===== config.mk =====
export PLATFORM = sky130hd
export DESIGN_NAME = uart_rx
export DESIGN_NICKNAME = d
export VERILOG_FILES = /design/src/rtl/uart_rx.sv
export SDC_FILE = /design/constraint.sdc
export NUM_CORES = 1
export LEC_CHECK = 0
export ABC_CLOCK_PERIOD_IN_PS = 1800
export CORE_MARGIN = 1.5
export CORE_UTILIZATION = 52
export CTS_BUF_LIST = sky130_fd_sc_hd__clkbuf_8
export DETAILED_ROUTE_END_ITERATION = 7
export PLACE_DENSITY = 0.89
export SETUP_SLACK_MARGIN = 0.5
export SYNTH_ARGS = -nofsm -noshare
export SYNTH_HDL_FRONTEND = slang
export SYNTH_SLANG_ARGS = --single-unit

===== constraint.sdc =====
create_clock -name sys_clk -period 1.8 [get_ports sys_clk]
set_input_delay 0.36 -clock sys_clk [delete_from_list [all_inputs] [get_ports sys_clk]]
set_output_delay 0.36 -clock sys_clk [all_outputs]
set_load 0.03 [all_outputs]

===== src/rtl/uart_rx.sv =====
// uart_rx: UART receiver running on sys_clk with a bit-period counter.
// Frame: idle high, start bit (low), DATA_WIDTH data bits LSB first,
// optional even-parity bit, one stop bit (high).
// Optional feature macro: UART_RX_PARITY_EN (adds the PARITY state and parity_err).
module uart_rx #(
    parameter int SYS_CLK_FREQ = 10**6,
    parameter int BAUD_RATE    = 9600,
    parameter int DATA_WIDTH   = 8
) (
    input  logic                  sys_clk,
    input  logic                  areset_n,
    input  logic                  data_in,
    output logic [DATA_WIDTH-1:0] data_out,
    output logic                  data_valid,
    output logic                  frame_err,
    output logic                  parity_err,
    output logic                  busy
);

    localparam int N  = SYS_CLK_FREQ / BAUD_RATE;
    localparam int CW = (N > 1) ? $clog2(N) : 1;
    localparam int IW = (DATA_WIDTH > 1) ? $clog2(DATA_WIDTH) : 1;

    localparam logic [CW-1:0] CNT_LAST = CW'(N - 1);
    localparam logic [CW-1:0] CNT_HALF = CW'(N / 2 - 1);
    localparam logic [IW-1:0] IDX_LAST = IW'(DATA_WIDTH - 1);

    if (N < 4) begin : g_bad_ratio
        $error("uart_rx: SYS_CLK_FREQ / BAUD_RATE must be at least 4");
    end

`ifdef UART_RX_PARITY_EN
    typedef enum logic [2:0] {IDLE, START, DATA, PARITY, STOP} state_t;
`else
    typedef enum logic [1:0] {IDLE, START, DATA, STOP} state_t;
`endif

    state_t                  state_q, state_d;
    logic [CW-1:0]           cnt_q, cnt_d;
    logic [IW-1:0]           idx_q, idx_d;
    logic [DATA_WIDTH-1:0]   shreg_q;
    logic                    rx_meta, rx_s, rx_p;
    logic                    shift_en, par_sample, stop_sample;
    logic                    par_bad;

    // Two-flop synchroniser plus one delay stage for falling-edge detection.
    always_ff @(posedge sys_clk or negedge areset_n) begin
        if (!areset_n) begin
            rx_meta <= 1'b1;
            rx_s    <= 1'b1;
            rx_p    <= 1'b1;
        end else begin
            rx_meta <= data_in;
            rx_s    <= rx_meta;
            rx_p    <= rx_s;
        end
    end

    // FSM state, bit-period counter and bit index registers.
    always_ff @(posedge sys_clk or negedge areset_n) begin
        if (!areset_n) begin
            state_q <= IDLE;
            cnt_q   <= '0;
            idx_q   <= '0;
        end else begin
            state_q <= state_d;
            cnt_q   <= cnt_d;
            idx_q   <= idx_d;
        end
    end

    // Next-state logic; counter clears whenever a state is (re)entered.
    always_comb begin
        state_d     = state_q;
        cnt_d       = cnt_q + 1'b1;
        idx_d       = idx_q;
        shift_en    = 1'b0;
        par_sample  = 1'b0;
        stop_sample = 1'b0;
        case (state_q)
            IDLE: begin
                cnt_d = '0;
                if (rx_p && !rx_s) state_d = START;
            end
            START: begin
                if (cnt_q == CNT_HALF) begin
                    cnt_d   = '0;
                    idx_d   = '0;
                    state_d = rx_s ? IDLE : DATA;
                end
            end
            DATA: begin
                if (cnt_q == CNT_LAST) begin
                    cnt_d    = '0;
                    shift_en = 1'b1;
                    if (idx_q == IDX_LAST) begin
`ifdef UART_RX_PARITY_EN
                        state_d = PARITY;
`else
                        state_d = STOP;
`endif
                    end else begin
                        idx_d = idx_q + 1'b1;
                    end
                end
            end
`ifdef UART_RX_PARITY_EN
            PARITY: begin
                if (cnt_q == CNT_LAST) begin
                    cnt_d      = '0;
                    par_sample = 1'b1;
                    state_d    = STOP;
                end
            end
`endif
            STOP: begin
                if (cnt_q == CNT_LAST) begin
                    cnt_d       = '0;
                    stop_sample = 1'b1;
                    state_d     = IDLE;
                end
            end
            default: begin
                cnt_d   = '0;
                state_d = IDLE;
            end
        endcase
    end

`ifdef UART_RX_PARITY_EN
    logic par_q;

    // Captured parity bit, checked against the data at stop-bit time.
    always_ff @(posedge sys_clk or negedge areset_n) begin
        if (!areset_n) par_q <= 1'b0;
        else if (par_sample) par_q <= rx_s;
    end

    assign par_bad = ^{shreg_q, par_q};

    // Parity error strobe, issued together with the stop-bit decision.
    always_ff @(posedge sys_clk or negedge areset_n) begin
        if (!areset_n) parity_err <= 1'b0;
        else parity_err <= stop_sample && par_bad;
    end
`else
    assign par_bad    = 1'b0;
    assign parity_err = 1'b0;
`endif

    // Shift register, delivered word and the valid / framing-error strobes.
    always_ff @(posedge sys_clk or negedge areset_n) begin
        if (!areset_n) begin
            shreg_q    <= '0;
            data_out   <= '0;
            data_valid <= 1'b0;
            frame_err  <= 1'b0;
        end else begin
            data_valid <= 1'b0;
            frame_err  <= 1'b0;
            if (shift_en) shreg_q[idx_q] <= rx_s;
            if (stop_sample) begin
                frame_err <= !rx_s;
                if (rx_s && !par_bad) begin
                    data_out   <= shreg_q;
                    data_valid <= 1'b1;
                end
            end
        end
    end

    assign busy = (state_q != IDLE);

endmodule


=== After elaboration in Yosys (flattened, before gate mapping) ===
Cells that the tools add are included.

* Bits in registers: 33
* Input bits: 3
* Output and inout bits: 12
* Word-level logic and storage cells: 59

* Add/sub/neg operators: 2
* Magnitude comparators: 2
* Eq/ne operators: 12
* Multiplexer cells: 23
* Reductions and logical operators: 10

{| class="wikitable"
|+ Operators by type and width
! cell !! number
|-
| one-hot mux 7 bit (3 select lines) || 1
|-
| 2-to-1 mux 7 bit || 2
|-
| 2-to-1 mux 2 bit || 6
|-
| inequality test 2 bit (second input constant) || 6
|-
| 2-to-1 mux 3 bit || 3
|-
| bitwise mux 8 bit || 1
|-
| one-hot mux 2 bit (4 select lines) || 1
|-
| adder 7 x 1 -> 7 bit (second input constant) || 1
|-
| equality test 7 x 6 -> 1 bit (second input constant) || 1
|-
| equality test 7 bit (second input constant) || 1
|-
| 2-to-1 mux 1 bit || 7
|-
| one-hot mux 3 bit (2 select lines) || 1
|-
| AND reduction 5 bit || 1
|-
| equality test 2 bit (second input constant) || 2
|-
| less-than comparator 3 x 4 -> 1 bit (second input constant) || 1
|-
| AND reduction 4 bit || 1
|-
| nonzero test 2 bit || 2
|-
| adder 3 x 1 -> 3 bit (second input constant) || 1
|-
| demux 1 bit (select 3 bit) || 1
|-
| equality test 3 bit (second input constant) || 1
|-
| greater-or-equal comparator 3 x 1 -> 1 bit (second input constant) || 1
|-
| equality test 2 x 1 -> 1 bit (second input constant) || 1
|-
| logical AND 1 bit || 2
|-
| zero test 2 bit || 1
|-
| 3 further kinds || 3
|}

=== Depth between registers and ports, before layout ===
Gate-level depths: netlist of the first run.

* Depth after elaboration: 5
* Gate-level depth with buffers: 7
* Gate-level depth less buffers: 5

=== Worst setup path before layout of the first run ===
No wires, ideal clock.

* Kind: reg-to-reg
* Start: register cnt_q[0]
* End: register data_out[0]
* Setup time: 0.125 ns
* Data arrival time: 1.668 ns
* Required time: 1.675 ns
* Slack: 0.007 ns
* Cell stages (with the launch flop): 8
* Buffers on the path: 2
* Period minus slack after synthesis: 1.793 ns
* Cells stage by stage: dfrtp_1 > ha_1 > and2_1 > buf_2 > and2_4 > and4_4 > buf_6 > mux2_4

* Word-level cells in the longest chain between the ends: 4

{| class="wikitable"
|+ RTL lines
! element !! line !! text
|-
| start, declared || 39 || <nowiki>logic [CW-1:0] cnt_q, cnt_d;</nowiki>
|-
| start signal, assigned || 67 || <nowiki>cnt_q <= cnt_d;</nowiki>
|-
| equality test 7 bit || 117 || <nowiki>if (cnt_q == CNT_LAST) begin</nowiki>
|-
| 2-to-1 mux 1 bit || 117 ||
|-
| 2-to-1 mux 1 bit || 80 || <nowiki>case (state_q)</nowiki>
|-
| AND reduction 2 bit (no line) || -- ||
|-
| end signal, assigned || 165 || <nowiki>data_out <= shreg_q;</nowiki>
|-
| end, declared || 13 || <nowiki>output logic [DATA_WIDTH-1:0] data_out,</nowiki>
|}

Every way passes these cells.
A chain may end at the register's enable or synchronous reset.

=== Final worst setup path of the first run ===
* Start: register cnt_q[4]
* End: register data_out[3]

The elaborated chain is that of the path after synthesis.

==> impl_metrics.env, run 1 <==
export IMPL_cts_hold_buffers=0
export IMPL_grt_max_degree=34
export IMPL_io_pins=15
export IMPL_async_flop_share_pct=100
export IMPL_fmax_ghz=0.611
export IMPL_core_area_um2=2780
export IMPL_num_nets_final=165
export IMPL_period_needed_ns=1.64
export IMPL_layout_commonest_cell="dfrtp_1"
export IMPL_endpoint_kind="flip-flop"
export IMPL_fin_util_pct=72.1
export IMPL_clock_insertion_delay_worst_skew_ns=0.28
export IMPL_syn_instance_count=128
export IMPL_critPathLaunchType="flip-flop"
export IMPL_power_density_nw_per_um2=965
export IMPL_groute_usage_overall_pct=21.7
export IMPL_regArea_um2=832
export IMPL_status="completed"
export IMPL_multi_input_area_um2=773
export IMPL_ys_seq_elements=33
export IMPL_yosysUniqueCellTypes=37
export IMPL_synth_edf_count=0
export IMPL_die_height_um=57.2
export IMPL_wl_per_cell_um=17.3
export IMPL_initial_utilization_pct=54.9
export IMPL_drc=0
export IMPL_fin_skew_ns=0.00503
export IMPL_fill_cells=171
export IMPL_synth_area_um2=1530
export IMPL_drt_vias_per_instance=5.74
export IMPL_rsz0062_at_grt="yes"
export IMPL_drtIter0Drc=20
export IMPL_crit_fanout=8
export IMPL_cts_root_buf="clkbuf_8"
export IMPL_drive_above_1_share_pct=50.0
export IMPL_antenna_found_initial=0
export IMPL_cts_made_buffers=5
export IMPL_cts_sinks=33
export IMPL_routabilityCongestion=0.842
export IMPL_dieArea_um2=3270
export IMPL_diodes=0
export IMPL_clk_pin_slew_ns=0.07
export IMPL_postRouteAntennaNets=0
export IMPL_path_class="flip-flop to flip-flop"
export IMPL_period_share_pct=91.0
export IMPL_min_path_cells=0
export IMPL_tns_ns=0
export IMPL_gr_total_overflow=0
export IMPL_area_delta_synth_final_pct=31.4
export IMPL_via_count=1097
export IMPL_setup_viol=0
export IMPL_clockBufferDepth=2
export IMPL_postSynthAreaPerCell_um2=11.9
export IMPL_drv_slew=0
export IMPL_die_x_um=57.2
export IMPL_synth_flop_cell="dfrtp_1"
export IMPL_yosysSeqAreaShare_pct=54.3
export IMPL_maxCapViolCount=0
export IMPL_cp_arrival_ns=1.81
export IMPL_required_ns=1.97
export IMPL_peakVddDrop_mv=1.12
export IMPL_synth_nets=134
export IMPL_port_buffers=13
export IMPL_synth_warnings=0
export IMPL_first_pass_iters=4
export IMPL_rows=19
export IMPL_fin_ws_ns=0.162
export IMPL_hold_violations=0
export IMPL_cts_tree="built"
export IMPL_dp_slack_ns=0.0536
export IMPL_worstHoldPathType="flip-flop to flip-flop"
export IMPL_mostFrequentLayoutCells="28 x dfrtp_1, 18 x buf_4, 12 x mux2_4, 9 x buf_2, 8 x nor2_1"
export IMPL_worst_r2r_path_depth=4
export IMPL_wirelength_um=3310
export IMPL_htreeDepth=2
export IMPL_power_leakage_nw=0.911
export IMPL_place_hpwl_um=1980
export IMPL_grt_pass1_vias=1152
export IMPL_grt_pass1_wl_um=5320
report_power, final:
part | internal (W) | leakage [nW] | switching [W] | total (W)
Clock | 0.000445 | 0.0626 | 0.000256 | 0.000701
Sequential | 0.000807 | 0.437 | 0.0000384 | 0.000846
Combinational | 0.000189 | 0.411 | 0.000199 | 0.000388
cell usage after synthesis, drive strengths merged (3+ instances only):
library cell	instances	area share [%]
ha	3	2.5
nand4	3	1.2
nor2	9	2.2
inv	3	0.74
nand2	7	1.9
clkbuf	5	1.2
mux2	16	14
xor2	4	2.3
buf	3	1.6
dfstp	3	5.2
a21oi	3	0.98
a31oi	3	1.2
nor3	3	0.98
nor4	3	1.2
nand3	7	2.3
dfrtp	30	49
critical path, stage by stage, from the launching register on:
cell	delay, ns
dfrtp_1	0.37
and4bb_4	0.37
and2_4	0.15
and4_4	0.31
mux2_4	0.32
routing by layer:
metal | wire length (um) | share of wire, % | GRT usage [%] | vias up
met5 | 0 | 0 | 0 | -
met4 | 57 | 1.7 | 8.97 | 0
met3 | 140 | 4.2 | 6.58 | 8
met2 | 1740 | 52 | 36.5 | 29
met1 | 1370 | 41 | 26.0 | 549
li1 | - | - | - | 511
timing repair:
item / 4_1_cts / 5_1_grt
setup endpoints to repair: 39 / 32
pin swaps: 7 / 6
gates resized for setup: 57 / 18
setup buffers: 8 / 3
worst paths after layout:
kind	startpoint	end	slack, ns
min in group asynchronous	areset_n	data_valid	0.48
max in group asynchronous	areset_n	rx_meta	1.00
min	rx_meta	rx_s	0.36
max reg2reg	cnt_q[4]	data_out[3]	0.16
max	cnt_q[4]	data_out[3]	0.16
min reg2reg	rx_meta	rx_s	0.36
sequential cells by signal, summed over array words and instances (netlist names), named ones only:
name        count
rx_p            1
rx_meta         1
rx_s            1
data_valid      1
data_out        8
state_q         1
frame_err       1
idx_q           3
cnt_q           7
shreg_q         8
through the flow:
stage               power (W)  instances  instance area [um^2]  hold WS (ns)
global placement      0.00111        172                  1760         0.346
floorplan             0.00103        128                  1580        0.0644
finish                0.00193        191                  2010         0.357
CTS                   0.00187        188                  1920         0.358
global route          0.00203        191                  2010         0.365
detailed placement    0.00113        172                  1760         0.349
layout make-up:
type / count / area share, %
Clock buffer: 6 / 4.12
Clock inverter: 2 / 1.68
Inverter: 3 / 0.561
Multi-Input combinational cell: 84 / 38.6
Sequential cell: 33 / 41.5
Tap cell: 31 / 1.93
Timing Repair Buffer: 32 / 11.7
logic make-up after synthesis:
kind of cell             share of synthesized area (%)
AO/OA/AOI/OAI                                     4.92
buffers and inverters                             3.52
XOR/XNOR                                          2.87
flip-flops                                        54.3
other                                            0.246
multiplexers                                      13.8
adder cells (fa/ha/maj)                           2.46
AND/OR/NAND/NOR                                   17.9
Note: power is estimated with default switching activity, not from simulation.
==> inputs of run 2 (changes only) <==
- SKIP_CTS_REPAIR_TIMING: unset -> 1
- SLEW_MARGIN: unset -> 20
==> impl_metrics.env, run 2 (synthesis gave the netlist of run 1 again) <==
export IMPL_routabilityCongestion=0.842
export IMPL_hp_start="rx_meta"
export IMPL_crit_chain="ha_4, and2_4, and2_4, and4_4, mux2_4"
export IMPL_initial_utilization_pct=54.9
export IMPL_grt_busiest_layer="met2"
export IMPL_via_count=1108
export IMPL_drive_above_1_share_pct=50.3
export IMPL_power_density_nw_per_um2=959
export IMPL_drc=0
export IMPL_antenna_found_initial=0
export IMPL_rows=19
export IMPL_reg_top3="data_out: 8 flops, shreg_q: 8 flops, cnt_q: 7 flops"
export IMPL_drt_vias_per_instance=5.83
export IMPL_num_nets_final=164
export IMPL_port_buffers=13
export IMPL_gr_total_overflow=0
export IMPL_endpoint_kind="flip-flop"
export IMPL_diodes=0
export IMPL_power_leakage_nw=0.932
export IMPL_crit_slowest_cell="dfrtp_1"
export IMPL_fmax_ghz=0.585
export IMPL_mostFrequentLayoutCells="28 x dfrtp_1, 17 x buf_4, 12 x mux2_4, 8 x nor2_1, 8 x clkbuf_2"
export IMPL_use_met2_pct=32.3
export IMPL_status="completed"
export IMPL_max_stage_delay_ns=0.41
export IMPL_worstHoldPathType="flip-flop to flip-flop"
export IMPL_tns_ns=0
export IMPL_io_pins=15
export IMPL_crit_fanout=8
export IMPL_first_pass_iters=4
export IMPL_layout_commonest_cell="dfrtp_1"
export IMPL_grt_met1_usage_pct=24.4
export IMPL_groute_usage_overall_pct=19.7
export IMPL_grt_max_degree=34
export IMPL_cp_arrival_ns=1.88
export IMPL_wirelength_um=3450
export IMPL_setup_viol=0
export IMPL_hold_violations=0
export IMPL_gr_usage_met3_pct=6.35
export IMPL_clk_pin_slew_ns=0.06
export IMPL_cts_sinks=33
export IMPL_period_needed_ns=1.71
export IMPL_dieArea_um2=3270
export IMPL_htreeDepth=2
export IMPL_critPathLaunchType="flip-flop"
export IMPL_core_area_um2=2780
export IMPL_peakVddDrop_mv=1.15
export IMPL_maxCapViolCount=0
export IMPL_drv_slew=0
export IMPL_wl_per_cell_um=18.2
export IMPL_cts_tree="built"
export IMPL_cts_root_buf="clkbuf_8"
export IMPL_grt_pass1_vias=1042
export IMPL_dp_slack_ns=0.0536
export IMPL_fill_cells=177
export IMPL_grt_pass1_wl_um=4840
export IMPL_r2r_start="cnt_q[0]"
export IMPL_critPathLaunch="cnt_q[0]"
export IMPL_place_hpwl_um=1980
export IMPL_clockBufferDepth=2
export IMPL_area_delta_synth_final_pct=32.5
export IMPL_fin_util_pct=72.7
export IMPL_path_common_cell="and2_4"
export IMPL_fin_ws_ns=0.0902
export IMPL_postRouteAntennaNets=0
export IMPL_clock_insertion_delay_worst_skew_ns=0.28
export IMPL_die_x_um=57.2
export IMPL_period_share_pct=95.0
export IMPL_rsz0062_at_grt="yes"
export IMPL_die_height_um=57.2
export IMPL_fin_skew_ns=0.00238
export IMPL_drtIter0Drc=30
export IMPL_path_class="flip-flop to flip-flop"
export IMPL_required_ns=1.97
export IMPL_cts_made_buffers=5
-- run 2: through the flow --
step / hold WS (ns) / total power [W] / area, um^2 / cells
global route: 0.364 / 0.00204 / 2020 / 190
detailed placement: 0.349 / 0.00113 / 1760 / 172
CTS: 0.358 / 0.00183 / 1870 / 180
finish: 0.356 / 0.00194 / 2020 / 190
global placement: 0.346 / 0.00111 / 1760 / 172
floorplan: 0.0644 / 0.00103 / 1580 / 128
-- run 2: per-layer routing --
layer  routed length (um)  up-vias  share of wire, %
li1                     -      508                 -
met1                 1400      549                40
met2                 1810       42                52
met3                  192        9               5.6
met4                   56        0               1.6
met5                    0        -                 0
-- run 2: critical path: cells and delay by family (launching register included) --
| kind | cells | cell delay (ns) |
|---|---|---|
| multiplexers | 1 | 0.32 |
| adder cells (fa/ha/maj) | 1 | 0.17 |
| AND/OR/NAND/NOR | 3 | 0.68 |
| flip-flops | 1 | 0.41 |
-- run 2: where the power goes --
part           switching, W  leakage (nW)  internal, W
Sequential        0.0000556         0.437     0.000807
Clock              0.000256        0.0626     0.000445
Combinational      0.000192         0.432     0.000183
Total              0.000504         0.932      0.00144
-- run 2: cell type report --
type	instances	area [um^2]	share of cell area, %
sequential	33	832	41.2
multi-input combinational	84	787	38.9
timing repair buffer	31	236	11.7
clock buffer	6	82.6	4.08
tap	31	38.8	1.92
clock inverter	2	33.8	1.67
inverter	3	11.3	0.557
-- run 2: final timing paths --
kind                               end  slack [ns]  depth (start not counted)
setup reg to reg           data_out[6]        0.09                          5
max in group asynchronous         rx_p        1.00                          2
hold / removal                    rx_s        0.36                          0
min in group asynchronous  data_out[1]        0.47                          2
setup / recovery           data_out[6]        0.09                          5
hold reg to reg                   rx_s        0.36                          0
